[src/rtl/bsg_cgol_pkg.sv]
// Shared definitions for the Life-like cellular automaton row.
//   - Standard rule masks in B/S notation. Bit n of a mask covers n live neighbours.
//   - A neighbour index wrap helper used at elaboration time.
package bsg_cgol_pkg;

  // Conway: B3/S23
  localparam logic [8:0] bsg_cgol_birth_conway   = 9'b0_0000_1000;
  localparam logic [8:0] bsg_cgol_survive_conway = 9'b0_0000_1100;

  // HighLife: B36/S23 (survival mask is the same as Conway)
  localparam logic [8:0] bsg_cgol_birth_highlife = 9'b0_0100_1000;

  // Maps any index (including -1 and width) onto 0..width-1 toroidally.
  function automatic int bsg_cgol_wrap_idx(input int idx, input int width);
    return ((idx % width) + width) % width;
  endfunction

endpackage

[src/rtl/bsg_cgol_rule_cell.sv]
// Combinational next-state logic for one Life-like cell.
//   nbr_i          : the eight neighbour states (order is irrelevant)
//   state_i        : current state of this cell, 1 = alive
//   birth_mask_i   : bit n = dead cell with n live neighbours is born
//   survive_mask_i : bit n = live cell with n live neighbours survives
//   next_o         : state after one generation
module bsg_cgol_rule_cell
  import bsg_cgol_pkg::*;
(
  input  logic [7:0] nbr_i,
  input  logic       state_i,
  input  logic [8:0] birth_mask_i,
  input  logic [8:0] survive_mask_i,
  output logic       next_o
);

  logic [3:0] cnt;
  logic [8:0] rule_mask;
  logic [8:0] rule_shift;

  bsg_popcount #(.width_p(8)) u_cnt (
    .a_i (nbr_i),
    .o   (cnt)
  );

  // cnt never exceeds 8, so a shift-and-take-LSB selects the mask bit
  // without an out-of-range index.
  assign rule_mask  = state_i ? survive_mask_i : birth_mask_i;
  assign rule_shift = rule_mask >> cnt;
  assign next_o     = rule_shift[0];

endmodule

[src/rtl/bsg_popcount.sv]
// Combinational population count.
//   a_i : width_p-bit input vector
//   o   : number of set bits in a_i, $clog2(width_p+1) bits wide
module bsg_popcount #(
  parameter int width_p = 8
) (
  input  logic [width_p-1:0]         a_i,
  output logic [$clog2(width_p+1)-1:0] o
);

  localparam int cnt_w = $clog2(width_p + 1);

  always_comb begin
    o = '0;
    for (int i = 0; i < width_p; i++) begin
      o = o + {{(cnt_w-1){1'b0}}, a_i[i]};
    end
  end

endmodule

[src/rtl/bsg_cgol_row.sv]
// One row of width_p Life-like cells stepping in lockstep.
//   clk_i          : clock
//   reset_n_i      : asynchronous active-low reset
//   en_i           : step every cell one generation (has priority over update_i)
//   north_i        : row above, bit k sits above cell k
//   south_i        : row below
//   update_i       : parallel load of update_row_i when en_i=0
//   update_row_i   : load value
//   birth_mask_i   : birth rule, bit n = born with n neighbours
//   survive_mask_i : survival rule, bit n = survives with n neighbours
//   row_o          : registered cell states
//   pop_o          : live cells in row_o
//   gen_o          : generations stepped since reset or load
//   stable_o       : last step left the row unchanged
module bsg_cgol_row
  import bsg_cgol_pkg::*;
#(
  parameter int width_p     = 16,
  parameter int wrap_p      = 1,
  parameter int gen_width_p = 16
) (
  input  logic                         clk_i,
  input  logic                         reset_n_i,
  input  logic                         en_i,
  input  logic [width_p-1:0]           north_i,
  input  logic [width_p-1:0]           south_i,
  input  logic                         update_i,
  input  logic [width_p-1:0]           update_row_i,
  input  logic [8:0]                   birth_mask_i,
  input  logic [8:0]                   survive_mask_i,
  output logic [width_p-1:0]           row_o,
  output logic [$clog2(width_p+1)-1:0] pop_o,
  output logic [gen_width_p-1:0]       gen_o,
  output logic                         stable_o
);

  localparam int pop_w = $clog2(width_p + 1);

  // With fewer than three cells, west and east neighbours alias.
  if (width_p < 3) begin : g_width_chk
    $error("bsg_cgol_row: width_p must be >= 3");
  end

  logic [width_p-1:0]     row_p1;
  logic [pop_w-1:0]       pop_p1;
  logic [gen_width_p-1:0] gen_p1;
  logic                   stable_p1;

  logic [width_p-1:0]     row_step_p0;
  logic [width_p-1:0]     row_nxt_p0;
  logic [pop_w-1:0]       pop_nxt_p0;

  // ---- stage p0: combinational next generation ----
  for (genvar k = 0; k < width_p; k++) begin : g_cell
    localparam int wi = bsg_cgol_wrap_idx(k - 1, width_p);
    localparam int ei = bsg_cgol_wrap_idx(k + 1, width_p);

    logic w_row, e_row, w_n, e_n, w_s, e_s;

    if (wrap_p != 0 || k > 0) begin : g_w
      assign w_row = row_p1[wi];
      assign w_n   = north_i[wi];
      assign w_s   = south_i[wi];
    end else begin : g_w_dead
      assign w_row = 1'b0;
      assign w_n   = 1'b0;
      assign w_s   = 1'b0;
    end

    if (wrap_p != 0 || k < width_p - 1) begin : g_e
      assign e_row = row_p1[ei];
      assign e_n   = north_i[ei];
      assign e_s   = south_i[ei];
    end else begin : g_e_dead
      assign e_row = 1'b0;
      assign e_n   = 1'b0;
      assign e_s   = 1'b0;
    end

    bsg_cgol_rule_cell u_rule (
      .nbr_i          ({w_row, e_row, w_n, north_i[k], e_n, w_s, south_i[k], e_s}),
      .state_i        (row_p1[k]),
      .birth_mask_i   (birth_mask_i),
      .survive_mask_i (survive_mask_i),
      .next_o         (row_step_p0[k])
    );
  end

  // Population is counted on whatever is about to be registered so that
  // pop_o lines up with row_o in the same cycle.
  assign row_nxt_p0 = en_i ? row_step_p0 : update_row_i;

  bsg_popcount #(.width_p(width_p)) u_pop (
    .a_i (row_nxt_p0),
    .o   (pop_nxt_p0)
  );

  // ---- stage p1: registered row state ----
  always_ff @(posedge clk_i or negedge reset_n_i) begin
    if (!reset_n_i) begin
      row_p1    <= '0;
      pop_p1    <= '0;
      gen_p1    <= '0;
      stable_p1 <= 1'b0;
    end else if (en_i) begin
      row_p1    <= row_nxt_p0;
      pop_p1    <= pop_nxt_p0;
      gen_p1    <= gen_p1 + {{(gen_width_p-1){1'b0}}, 1'b1};
      stable_p1 <= (row_step_p0 == row_p1);
    end else if (update_i) begin
      row_p1    <= row_nxt_p0;
      pop_p1    <= pop_nxt_p0;
      gen_p1    <= '0;
      stable_p1 <= 1'b0;
    end
  end

  assign row_o    = row_p1;
  assign pop_o    = pop_p1;
  assign gen_o    = gen_p1;
  assign stable_o = stable_p1;

endmodule

[config.mk]
export PLATFORM = sky130hd
export DESIGN_NAME = bsg_cgol_row
export DESIGN_NICKNAME = d
export VERILOG_FILES = /design/src/rtl/bsg_cgol_pkg.sv /design/src/rtl/bsg_cgol_rule_cell.sv /design/src/rtl/bsg_popcount.sv /design/src/rtl/bsg_cgol_row.sv
export SDC_FILE = /design/constraint.sdc
export NUM_CORES = 1
export LEC_CHECK = 0
export ABC_AREA = 0
export CAP_MARGIN = 40
export CORE_AREA = 2 2 123 125
export CTS_CLUSTER_DIAMETER = 120
export DETAILED_ROUTE_END_ITERATION = 10
export DIE_AREA = 0 0 125 127
export PLACE_DENSITY_LB_ADDON = 0.05
export SYNTH_ARGS = -nofsm -noshare
export SYNTH_HDL_FRONTEND = slang
export SYNTH_SLANG_ARGS = --single-unit
[constraint.sdc]
create_clock -name clk_i -period 15.3 [get_ports clk_i]
set_clock_uncertainty 0.15 [all_clocks]
set_input_delay 2.295 -clock clk_i [delete_from_list [all_inputs] [get_ports clk_i]]
set_output_delay 2.295 -clock clk_i [all_outputs]
set_load 0.01 [all_outputs]
==> impl_metrics.json <==
{
  "worst-setup-path-type": "in2reg",
  "slew_violations": 0,
  "viasPerCell": 6.34,
  "finalNetCount": 1052,
  "synth_edf_count": 0,
  "crit_path_cell_trace": "clkdlybuf4s50_1, fa_1, inv_1, fa_1, fa_1, inv_1, ha_1, mux4_2, mux2i_1, a21oi_1, or3_1, mux2_2, ha_1, fa_1, fa_1, fa_1, inv_1, fa_1, fa_1, fa_1, nor2b_1, o21ai_0, o21ai_0",
  "tns_ns": 0,
  "timing.critical_path.buf_inv": 4,
  "drt_iter0_markers": 465,
  "tightest_slew_ns": 0.918,
  "crit_fanout": 5,
  "clockRootBuffer": "clkbuf_16",
  "routed_wl_um": 23000,
  "core-area_mm2": 0.0144,
  "required_ns": 15.35,
  "clk_pin_slew_ns": 0.05,
  "rsz0062_at_grt": "no",
  "syn_avg_cell_area_um2": 9.92,
  "grt_max_degree": 45,
  "drc": 0,
  "synth_nets": 987,
  "antenna_found_initial": 0,
  "row_count": 44,
  "cts.repair.resized": 0,
  "post_drt_wl_per_cell_um": 22.2,
  "htreeDepth": 2,
  "drive_gt1_frac": 0.126,
  "fin_crit_ns": 9.77,
  "area_growth_syn_to_layout_pct": 15.6,
  "routabilityCongestion": 0.894,
  "ios": 108,
  "r2r-start": "row_o[1]$_DFFE_PN0P_",
  "end_kind": "flop",
  "hpwl_um": 17300,
  "hold_start": "pop_o[2]$_DFFE_PN0P_",
  "grt_pass1_wl_um": 37300,
  "grt_pass1_vias": 6955,
  "critPathLaunch": "north_i[0]",
  "hp-class": "reg2reg",
  "overflow": 0,
  "synth_area_mm2": 0.00784,
  "cts_tree": "yes",
  "finalSetupViolations": 0,
  "initial_core_util": 0.544,
  "synth-seq-cells": 38,
  "finalHoldViolCount": 0,
  "yosysWarningCount": 0,
  "ys.flop_type": "dfrtp_1",
  "max_freq_mhz": 102,
  "die_x_um": 125,
  "clock_sinks": 38,
  "clk_latency_ns": 0.28,
  "status": "finished, final reports clean",
  "path_delay_family": "adder cells",
  "fin_crit_sh": 0.639,
  "drtAntennaViolNets": 0,
  "first_pass_iters": 4,
  "start_kind": "primary input",
  "grt_use_total": 0.298,
  "synthCells": 790,
  "holdBufCountCts": 0,
  "port_buffers": 107,
  "critPathSlowestCell": "fa_1",
  "cp_slowest_stage_delay_ns": 0.55,
  "async_flop_share": 1.00,
  "path_common_cell": "fa_1",
  "relSlewSlack": 0.386,
  "die_area_mm2": 0.0159,
  "cts_buffers": 5,
  "arrival_ns": 9.82,
  "ys_seq_area_frac": 0.121,
  "cap_violations": 0,
  "antenna_cells": 0,
  "dieHeight_um": 127,
  "post_cts_buffers": 0,
  "cts_buffer_depth": 2,
  "via_count": 6585,
  "synth_cell_types": 51
}
-- worst register-to-register path, cell delays in order, from the launching register on --
cell	delay (ns)
dfrtp_1	0.56
inv_1	0.20
fa_1	0.50
fa_1	0.49
inv_1	0.04
ha_1	0.38
mux4_2	0.52
mux2i_1	0.15
a21oi_1	0.05
or3_1	0.35
mux2_2	0.30
ha_1	0.31
fa_1	0.52
fa_1	0.53
fa_1	0.54
inv_1	0.05
fa_1	0.47
fa_1	0.43
fa_1	0.49
nor2b_1	0.14
o21ai_0	0.08
o21ai_0	0.13
-- per-layer routing --
layer | vias to the layer above | wire (µm) | track usage
li1 | 2909 | - | -
met1 | 3266 | 9160 | 0.395
met2 | 339 | 11200 | 0.510
met3 | 71 | 1900 | 0.0394
met4 | 0 | 801 | 0.103
met5 | - | 0 | 0
-- per-stage QoR --
stage	instances	instance area, µm²	setup WS, ns	hold WS (ns)	utilization
3_5_place_dp	1032	8920	5.23	0.325	0.619
6_report	1039	9060	5.53	0.334	0.628
5_1_grt	1039	9060	5.23	0.377	0.628
2_1_floorplan	790	7840	6.09	0.366	-
3_3_place_gp	1031	8900	5.38	0.313	0.617
4_1_cts	1039	9060	5.53	0.338	0.628
-- layout make-up --
type	instances	area, µm²
Multi-Input combinational cell	573	6130
Fill cell	1194	5360
Timing Repair Buffer	120	1170
Sequential cell	38	951
Inverter	117	439
Tap cell	184	230
Clock buffer	5	125
Clock inverter	2	10.0
-- synthesized netlist by cell type (13+ instances only) --
library cell / instances / area [µm²]
nand4_1: 14 / 87.6
nand2_1: 64 / 240
mux2i_1: 53 / 531
clkbuf_1: 31 / 116
a21o_1: 15 / 113
nor3b_1: 13 / 97.6
mux4_2: 61 / 1370
xor2_1: 14 / 123
o21ai_0: 36 / 180
inv_1: 117 / 439
a21oi_1: 31 / 155
buf_2: 13 / 65.1
fa_1: 73 / 1460
nand3_1: 15 / 75.1
ha_1: 54 / 676
buf_4: 16 / 120
xnor2_1: 13 / 114
mux2_2: 17 / 191
nor2_1: 24 / 90.1
dfrtp_1: 38 / 951
-- worst paths after layout --
path / end / slack, ns / cells after the start
max in group asynchronous: gen_o[13]$_DFFE_PN0P_ / 12.69 / 2
worst min register to register: pop_o[2]$_DFFE_PN0P_ / 0.33 / 2
worst max-delay path: pop_o[4]$_DFFE_PN0P_ / 5.53 / 23
worst min-delay path: pop_o[2]$_DFFE_PN0P_ / 0.33 / 2
worst max register to register: pop_o[4]$_DFFE_PN0P_ / 7.83 / 21
min in group asynchronous: row_o[7]$_DFFE_PN0P_ / 1.81 / 1
-- flip-flops by register name (all words and copies together), names as in the netlist --
register,count
gen_o,16
pop_o,5
row_o,16
stable_o,1
-- placed cells by master, fill, tap and decap left out, drive strengths merged, types with 14 or more instances in the layout --
cell / n
a21o: 15
xor2: 14
o21ai: 36
ha: 54
fa: 73
mux4: 63
nand3: 15
a21oi: 31
buf: 15
inv: 117
nand4: 14
mux2i: 53
mux2: 17
nor2: 24
dfrtp: 38
clkdlybuf4s50: 105
nand2: 64
-- cells by family after synthesis --
group,count (synthesis),synth area share
AO/OA/AOI/OAI,117,0.0958
XOR/XNOR,27,0.0302
adder cells (fa/ha/maj),127,0.273
buffers and inverters,179,0.0964
flip-flops,38,0.121
multiplexers,133,0.274
AND/OR/NAND/NOR,169,0.110
Power is not shown: default switching activity piles up to over one toggle a cycle in this logic, so the estimate is an artifact.
